$ cat src/rtl/xor_decipher_rx.sv
// -----------------------------------------------------------------------------
// xor_decipher_rx
//
// Receive side of the serial XOR cipher link. A WIDTH-bit key is shifted in
// serially (synchronous to clk), then ciphertext bits are captured on rising
// edges of the transmitter's slow bit clock. Every WIDTH bits the word is XORed
// with the key and presented on oData_out with a one-clk oValid pulse. After
// MSG_LEN words the block parks in DONE with oDone_flag held high.
//
// Ports:
//   clk          system clock, rising edge
//   iRst         asynchronous active-low reset
//   iEn          global enable; 0 freezes FSM, counters and output registers
//   iLoad_key    high while key bits are presented on iData_in (one per clk)
//   iLoad_msg    rising edge starts message reception (needs a loaded key)
//   iData_in     serial key bits / ciphertext bits, MSB first
//   iClk_slow    transmitter bit clock, asynchronous to clk
//   oData_out    last recovered plaintext word
//   oValid       one-clk pulse when oData_out updates
//   oKey_ready   key register holds a full WIDTH-bit key
//   oDone_flag   MSG_LEN words received
//   oDbg_state   current FSM state (0 IDLE, 1 LOAD_KEY, 2 RECV, 3 DONE)
//
// Handshake: there is no back-pressure. oValid is a single-cycle strobe that
// qualifies oData_out; the consumer must take the word in that cycle.
// WIDTH must be at least 2.
// -----------------------------------------------------------------------------
module xor_decipher_rx #(
    parameter int WIDTH   = 8,
    parameter int MSG_LEN = 4
) (
    input  logic             clk,
    input  logic             iRst,
    input  logic             iEn,
    input  logic             iLoad_key,
    input  logic             iLoad_msg,
    input  logic             iData_in,
    input  logic             iClk_slow,
    output logic [WIDTH-1:0] oData_out,
    output logic             oValid,
    output logic             oKey_ready,
    output logic             oDone_flag,
    output logic [1:0]       oDbg_state
);

    localparam int CNT_W  = $clog2(WIDTH + 1);
    localparam int WCNT_W = $clog2(MSG_LEN + 1);

    localparam logic [CNT_W-1:0]  CNT_ZERO  = '0;
    localparam logic [CNT_W-1:0]  CNT_ONE   = CNT_W'(1);
    localparam logic [CNT_W-1:0]  CNT_FULL  = CNT_W'(WIDTH);
    localparam logic [WCNT_W-1:0] WCNT_ZERO = '0;
    localparam logic [WCNT_W-1:0] WCNT_ONE  = WCNT_W'(1);
    localparam logic [WCNT_W-1:0] WCNT_LAST = WCNT_W'(MSG_LEN - 1);

    localparam logic [1:0] S_IDLE     = 2'd0;
    localparam logic [1:0] S_LOAD_KEY = 2'd1;
    localparam logic [1:0] S_RECV     = 2'd2;
    localparam logic [1:0] S_DONE     = 2'd3;

    // ------------------------------------------------------------------
    // Input synchronizers and edge detectors. These run whenever out of
    // reset, independent of iEn, so the edge detector never sees a stale
    // history when the block is re-enabled.
    // ------------------------------------------------------------------
    logic clk_s1_q, clk_s2_q, clk_prev_q;
    logic data_s1_q, data_s2_q;
    logic load_msg_prev_q;

    always_ff @(posedge clk or negedge iRst) begin
        if (!iRst) begin
            clk_s1_q        <= 1'b0;
            clk_s2_q        <= 1'b0;
            clk_prev_q      <= 1'b0;
            data_s1_q       <= 1'b0;
            data_s2_q       <= 1'b0;
            load_msg_prev_q <= 1'b0;
        end else begin
            clk_s1_q        <= iClk_slow;
            clk_s2_q        <= clk_s1_q;
            clk_prev_q      <= clk_s2_q;
            data_s1_q       <= iData_in;
            data_s2_q       <= data_s1_q;
            load_msg_prev_q <= iLoad_msg;
        end
    end

    logic slow_edge;
    logic load_msg_rise;

    // Data goes through the same two-flop depth as the clock, so the bit
    // sampled on a detected edge is the one that was stable at the slow edge.
    assign slow_edge     = clk_s2_q & ~clk_prev_q;
    assign load_msg_rise = iLoad_msg & ~load_msg_prev_q;

    // ------------------------------------------------------------------
    // Main state
    // ------------------------------------------------------------------
    logic [1:0]        state_q,     state_d;
    logic [WIDTH-1:0]  key_q,       key_d;
    logic [WIDTH-1:0]  shift_q,     shift_d;
    logic [CNT_W-1:0]  bit_cnt_q,   bit_cnt_d;
    logic [WCNT_W-1:0] word_cnt_q,  word_cnt_d;
    logic [WIDTH-1:0]  data_out_q,  data_out_d;
    logic              valid_q,     valid_d;
    logic              key_ready_q, key_ready_d;
    logic              done_q,      done_d;

    logic go_load;
    logic go_recv;

    always_comb begin
        state_d     = state_q;
        key_d       = key_q;
        shift_d     = shift_q;
        bit_cnt_d   = bit_cnt_q;
        word_cnt_d  = word_cnt_q;
        data_out_d  = data_out_q;
        valid_d     = 1'b0;
        key_ready_d = key_ready_q;
        done_d      = done_q;
        go_load     = 1'b0;
        go_recv     = 1'b0;

        if (iEn) begin
            case (state_q)
                S_IDLE: begin
                    // Key load has priority over message start.
                    if (iLoad_key) begin
                        go_load = 1'b1;
                    end else if (load_msg_rise && key_ready_q) begin
                        go_recv = 1'b1;
                    end
                end

                S_LOAD_KEY: begin
                    if (iLoad_key) begin
                        // Keep shifting past WIDTH so the last WIDTH bits win;
                        // the counter only needs to know "at least WIDTH".
                        key_d = {key_q[WIDTH-2:0], iData_in};
                        if (bit_cnt_q != CNT_FULL) begin
                            bit_cnt_d = bit_cnt_q + CNT_ONE;
                        end
                    end else begin
                        state_d     = S_IDLE;
                        key_ready_d = (bit_cnt_q == CNT_FULL);
                        bit_cnt_d   = CNT_ZERO;
                    end
                end

                S_RECV: begin
                    if (iLoad_key) begin
                        // Abort: partial word is dropped, no strobe.
                        go_load = 1'b1;
                    end else if (bit_cnt_q == CNT_FULL) begin
                        // Word completed on the previous edge; publish it.
                        // The slow bit period spans many clk, so no edge
                        // coincides with this cycle.
                        data_out_d = shift_q ^ key_q;
                        valid_d    = 1'b1;
                        bit_cnt_d  = CNT_ZERO;
                        word_cnt_d = word_cnt_q + WCNT_ONE;
                        if (word_cnt_q == WCNT_LAST) begin
                            state_d = S_DONE;
                            done_d  = 1'b1;
                        end
                    end else if (slow_edge) begin
                        shift_d   = {shift_q[WIDTH-2:0], data_s2_q};
                        bit_cnt_d = bit_cnt_q + CNT_ONE;
                    end
                end

                S_DONE: begin
                    if (iLoad_key) begin
                        go_load = 1'b1;
                    end else if (load_msg_rise) begin
                        go_recv = 1'b1;
                    end
                end

                default: begin
                    state_d = S_IDLE;
                end
            endcase

            // Entering LOAD_KEY: the key is cleared and the bit present in
            // this cycle is already the first key bit, so holding iLoad_key
            // for N clk always shifts exactly N bits.
            if (go_load) begin
                state_d     = S_LOAD_KEY;
                key_d       = {{(WIDTH-1){1'b0}}, iData_in};
                bit_cnt_d   = CNT_ONE;
                key_ready_d = 1'b0;
                done_d      = 1'b0;
            end

            if (go_recv) begin
                state_d    = S_RECV;
                shift_d    = '0;
                bit_cnt_d  = CNT_ZERO;
                word_cnt_d = WCNT_ZERO;
                done_d     = 1'b0;
            end
        end
    end

    always_ff @(posedge clk or negedge iRst) begin
        if (!iRst) begin
            state_q     <= S_IDLE;
            key_q       <= '0;
            shift_q     <= '0;
            bit_cnt_q   <= CNT_ZERO;
            word_cnt_q  <= WCNT_ZERO;
            data_out_q  <= '0;
            valid_q     <= 1'b0;
            key_ready_q <= 1'b0;
            done_q      <= 1'b0;
        end else begin
            state_q     <= state_d;
            key_q       <= key_d;
            shift_q     <= shift_d;
            bit_cnt_q   <= bit_cnt_d;
            word_cnt_q  <= word_cnt_d;
            data_out_q  <= data_out_d;
            valid_q     <= valid_d;
            key_ready_q <= key_ready_d;
            done_q      <= done_d;
        end
    end

    assign oData_out  = data_out_q;
    assign oValid     = valid_q;
    assign oKey_ready = key_ready_q;
    assign oDone_flag = done_q;
    assign oDbg_state = state_q;

endmodule
$ cat config.mk
export PLATFORM = sky130hd
export DESIGN_NAME = xor_decipher_rx
export DESIGN_NICKNAME = d
export VERILOG_FILES = /design/src/rtl/xor_decipher_rx.sv
export SDC_FILE = /design/constraint.sdc
export NUM_CORES = 1
export LEC_CHECK = 0
export BUFFER_PORTS_ARGS = -buffer_cell sky130_fd_sc_hd__buf_2
export CAP_MARGIN = 20
export CORE_ASPECT_RATIO = 1.25
export CORE_MARGIN = 10
export CORE_UTILIZATION = 62
export CTS_CLUSTER_SIZE = 14
export DETAILED_ROUTE_END_ITERATION = 8
export HOLD_SLACK_MARGIN = 0.12
export MAX_ROUTING_LAYER = met4
export PLACE_DENSITY = 0.88
export REMOVE_ABC_BUFFERS = 1
export SYNTH_ARGS = -nofsm -noshare
export SYNTH_HDL_FRONTEND = slang
export SYNTH_SLANG_ARGS = --single-unit
export TNS_END_PERCENT = 20
$ cat constraint.sdc
create_clock -name clk -period 7.1 [get_ports clk]
set_clock_uncertainty 0.2 [all_clocks]
set_input_delay 0.71 -clock clk [delete_from_list [all_inputs] [get_ports clk]]
set_output_delay 0.71 -clock clk [all_outputs]
set_load 0.05 [all_outputs]
==> flow_summary.html <==
<table>
<tr><th>Metric</th><th>Value</th></tr>
<tr><th colspan="2">Outcome</th></tr>
<tr><td>Run status</td><td>completed</td></tr>
<tr><th colspan="2">Clocking</th></tr>
<tr><td>H-tree depth</td><td>2</td></tr>
<tr><td>Clock network latency to the later pin of the worst-skew pair</td><td>between 0.3 and 0.4 ns</td></tr>
<tr><td>Number of buffers created by CTS</td><td>5</td></tr>
<tr><td>Post-CTS setup repair buffer count</td><td>0</td></tr>
<tr><td># clock sinks</td><td>between 40 and 50</td></tr>
<tr><td>Root Driver</td><td>sky130_fd_sc_hd__clkbuf_4</td></tr>
<tr><td>Number of instances resized during post-cts repair</td><td>0</td></tr>
<tr><td>Number of buffers on the longest clock path</td><td>2</td></tr>
<tr><td>Clock transition at path regs</td><td>0.11 ns</td></tr>
<tr><td>Count of hold-fix buffers inserted at cts</td><td>0</td></tr>
<tr><td>TritonCTS clock tree</td><td>built</td></tr>
<tr><th colspan="2">Finish</th></tr>
<tr><td>Number of diodes added for antenna fixing</td><td>0</td></tr>
<tr><td>Final Instance Count excl. Fillers</td><td>249</td></tr>
<tr><td>Fillers</td><td>231</td></tr>
<tr><td>Layout Cell Area excl Fill</td><td>2130 µm²</td></tr>
<tr><td># nets final</td><td>229</td></tr>
<tr><td>Layout Area Growth over Synthesis</td><td>7.03%</td></tr>
<tr><td>Fraction of layout instances using a drive strength above 1</td><td>16.4%</td></tr>
<tr><td>Core occupancy in the finished layout</td><td>between 70% and 80%</td></tr>
<tr><th colspan="2">Logic synthesis</th></tr>
<tr><td>Synth Warn #</td><td>0</td></tr>
<tr><td>Ys async rst share</td><td>100%</td></tr>
<tr><td>Main flop type after synthesis</td><td>sky130_fd_sc_hd__dfrtp_1</td></tr>
<tr><td>Largest cells by area after synthesis</td><td>sky130_fd_sc_hd__dfrtp_1 53%, sky130_fd_sc_hd__ha_1 5.6%, sky130_fd_sc_hd__o21ai_0 4.3%, sky130_fd_sc_hd__nand2_1 4.1%, sky130_fd_sc_hd__xnor2_1 3.5%</td></tr>
<tr><td>Sequential-to-total area share from yosys stat</td><td>a little over half</td></tr>
<tr><td>Flops &amp; latches, synth</td><td>between 40 and 50</td></tr>
<tr><td>Cell variety after synth</td><td>41</td></tr>
<tr><td>Largest area contributor in the netlist</td><td>sky130_fd_sc_hd__dfrtp_1</td></tr>
<tr><td>Count of flip-flops with a built-in enable after synthesis</td><td>0</td></tr>
<tr><td>Cells after synthesis</td><td>195</td></tr>
<tr><td>Average instance area after synthesis</td><td>10.2 µm²</td></tr>
<tr><td>Post-Syn Area</td><td>approximately 2000 µm²</td></tr>
<tr><td>Share of the synthesized area in the top cell type</td><td>52.7%</td></tr>
<tr><th colspan="2">GRT</th></tr>
<tr><td>Congestion Overflow GR</td><td>0</td></tr>
<tr><td>Wire length of the first global-routing pass</td><td>7090 µm</td></tr>
<tr><td>Maximum number of pins on one net before global-route repair</td><td>43</td></tr>
<tr><td>Antenna violations before repair</td><td>0</td></tr>
<tr><td>Via count of the first global-routing pass</td><td>about 1,500</td></tr>
<tr><td>Total routing resource utilization after global routing</td><td>14.6%</td></tr>
<tr><th colspan="2">Die</th></tr>
<tr><td>Site row count</td><td>22</td></tr>
<tr><td>Starting density of the core</td><td>roughly two thirds</td></tr>
<tr><td>Horizontal extent of the die</td><td>70.7 µm</td></tr>
<tr><td>Core Footprint</td><td>3030 µm²</td></tr>
<tr><td>I/O pin count</td><td>20</td></tr>
<tr><td>Height of the die</td><td>83.4 µm</td></tr>
<tr><td>Area of the die</td><td>5900 µm²</td></tr>
<tr><th colspan="2">STA</th></tr>
<tr><td>Period utilisation layout</td><td>38.7%</td></tr>
<tr><td>Count of endpoints failing hold in the final timing report</td><td>0</td></tr>
<tr><td>Achievable frequency</td><td>0.364 GHz</td></tr>
<tr><td>Count of final setup violators</td><td>0</td></tr>
<tr><td>Slew HR</td><td>40.5%</td></tr>
<tr><td>Setup repair after global routing missed its margin</td><td>no</td></tr>
<tr><td>Post-route minimum period</td><td>2.75 ns</td></tr>
<tr><td>Setup TNS after final layout</td><td>0 ns</td></tr>
<tr><td>Number of max-slew violations in the final report</td><td>0</td></tr>
<tr><td>Final hold slack</td><td>about 0.17 ns</td></tr>
<tr><td>Worst-margin pin slew</td><td>0.893 ns</td></tr>
<tr><th colspan="2">Routing</th></tr>
<tr><td>Routed vias</td><td>between 1,000 and 1,500</td></tr>
<tr><td>Residual antenna-violating net count after detailed routing</td><td>0</td></tr>
<tr><td>Post-detailed-routing wire length</td><td>around 4000 µm</td></tr>
<tr><td>Drt via density</td><td>between 5 and 6</td></tr>
<tr><td>Remaining DRCs</td><td>0</td></tr>
<tr><td>Routed len/inst</td><td>16.0 µm</td></tr>
<tr><td>Number of DRC markers in iteration 0</td><td>70</td></tr>
<tr><td>Detailed-routing iteration count for the pre-antenna-repair pass</td><td>4</td></tr>
<tr><th colspan="2">Setup path</th></tr>
<tr><td>Critical path endpoint category</td><td>register</td></tr>
<tr><td>Top fanout value on the critical path</td><td>6</td></tr>
<tr><td>Data required time of the worst path</td><td>7.13 ns</td></tr>
<tr><td>Critical Path Start Type</td><td>register</td></tr>
<tr><td>Startpoint-to-endpoint class of the critical path</td><td>register to register</td></tr>
<tr><td>Arrival @ worst endpoint</td><td>2.78 ns</td></tr>
<tr><th colspan="2">Power and ir drop</th></tr>
<tr><td>VDD IR max</td><td>0.220 mV</td></tr>
<tr><td>Pwr/cell area</td><td>320 nW/µm²</td></tr>
<tr><td>Reported leakage power</td><td>1.02 nW</td></tr>
<tr><th colspan="2">Place</th></tr>
<tr><td>Global placement routability congestion</td><td>0.821</td></tr>
<tr><td>Total half-perimeter wirelength after legalization and detailed placement</td><td>2920 µm</td></tr>
<tr><td>Cells after DPL</td><td>242</td></tr>
<tr><td>Area after DPL</td><td>approximately 2100 µm²</td></tr>
<tr><td>Number of port buffers</td><td>19</td></tr>
<tr><th colspan="2">Hold path</th></tr>
<tr><td>Hold Crit Class</td><td>register to register</td></tr>
<tr><th colspan="2">Run</th></tr>
<tr><td># Max-Cap Violations</td><td>0</td></tr>
</table>
## synth_stat cells, types with 2 or more instances
library cell / number
sky130_fd_sc_hd__clkbuf_1: 4
sky130_fd_sc_hd__mux2i_1: 3
sky130_fd_sc_hd__a31oi_1: 2
sky130_fd_sc_hd__nand2b_1: 2
sky130_fd_sc_hd__a32o_1: 2
sky130_fd_sc_hd__o21ai_0: 17
sky130_fd_sc_hd__nand2_1: 22
sky130_fd_sc_hd__nand3_1: 12
sky130_fd_sc_hd__ha_1: 9
sky130_fd_sc_hd__mux2_2: 2
sky130_fd_sc_hd__dfrtp_1: 42
sky130_fd_sc_hd__buf_6: 2
sky130_fd_sc_hd__a22o_1: 2
sky130_fd_sc_hd__inv_1: 15
sky130_fd_sc_hd__xnor2_1: 8
sky130_fd_sc_hd__nor2_1: 16
sky130_fd_sc_hd__a21oi_1: 11
## layout by cell type, fill, tap and decap left out, drive strengths merged, types with 2 or more instances in the layout
| cell type | n |
|---|---|
| dfrtp | 42 |
| nand2 | 22 |
| buf | 19 |
| o21ai | 18 |
| nor2 | 16 |
| inv | 15 |
| nand3 | 12 |
| a21oi | 11 |
| ha | 9 |
| xnor2 | 8 |
| clkbuf | 6 |
| mux2i | 3 |
| nand2b | 2 |
| a22o | 2 |
| mux2 | 2 |
| a31oi | 2 |
| a32o | 2 |
| a211o | 2 |
## per-layer routing
metal | vias to the layer above | GRT usage, % | routed length, µm
met2 | 31 | 24.8 | 2190
met4 | 0 | 5.62 | 61
met1 | 706 | 15.6 | 1610
met5 | - | - | 0
li1 | 706 | - | -
met3 | 8 | 3.93 | 131
## area by class of cell
| class | instances | area (µm²) | share of cell area, % |
|---|---|---|---|
| Clock buffer | 6 | 41.3 | 1.93 |
| Clock inverter | 1 | 7.51 | 0.352 |
| Inverter | 15 | 56.3 | 2.64 |
| Multi-Input combinational cell | 130 | 838 | 39.3 |
| Sequential cell | 42 | 1050 | 49.2 |
| Tap cell | 36 | 45.0 | 2.11 |
| Timing Repair Buffer | 19 | 95.1 | 4.45 |
## power breakdown
group          internal, W  total [W]  switching (W)  leakage [nW]
Combinational    0.0000932   0.000246       0.000152         0.460
Clock            0.0000370   0.000109      0.0000719        0.0243
Sequential        0.000284   0.000329      0.0000448         0.541
## worst max-delay path, stage by stage (launching register included)
cell,delay (ns)
sky130_fd_sc_hd__dfrtp_1,0.46
sky130_fd_sc_hd__inv_1,0.11
sky130_fd_sc_hd__ha_1,0.36
sky130_fd_sc_hd__or4b_4,0.52
sky130_fd_sc_hd__o21ai_2,0.26
sky130_fd_sc_hd__o2111ai_1,0.25
sky130_fd_sc_hd__mux2i_1,0.19
sky130_fd_sc_hd__a311o_1,0.29
## stage by stage
| step | total power [W] | setup slack [ns] |
|---|---|---|
| final | 0.000683 | 4.35 |
| after global routing | 0.000734 | 4.21 |
| after CTS | 0.000688 | 4.38 |
| after detailed placement | 0.000579 | 4.39 |
| after global placement | 0.000561 | 4.42 |
| after floorplan | 0.000512 | 4.27 |
## final timing paths
kind | from | to | slack (ns) | cells after the start
min in group asynchronous | iRst | oData_out[6] | 0.28 | 1
worst max-delay path | oDbg_state[0] | oDbg_state[0] | 4.35 | 7
max in group asynchronous | iRst | word_cnt_q[2] | 5.87 | 1
worst min register to register | data_s1_q | data_s2_q | 0.17 | 0
worst max register to register | oDbg_state[0] | oDbg_state[0] | 4.35 | 7
worst min-delay path | data_s1_q | data_s2_q | 0.17 | 0
## logic make-up (layout without fill, tap and decap cells)
kind of cell | count (synthesis) | after routing | share of synthesized area (%)
simple gates | 62 | 62 | 14.9
compound gates | 46 | 46 | 15.4
flops | 42 | 42 | 52.7
buf+inv | 23 | 41 | 5.27
fa+ha+maj | 9 | 9 | 5.65
xor+xnor | 8 | 8 | 3.51
mux | 5 | 5 | 2.63
## sequential cells by signal, summed over array words and instances, names as in the netlist
signal / count
oKey_ready: 1
load_msg_prev_q: 1
oDone_flag: 1
oValid: 1
oData_out: 8
bit_cnt_q: 4
word_cnt_q: 3
clk_s2_q: 1
clk_s1_q: 1
data_s1_q: 1
oDbg_state: 2
key_q: 8
data_s2_q: 1
clk_prev_q: 1
shift_q: 8
No activity file was read; power rests on OpenSTA's default activity.
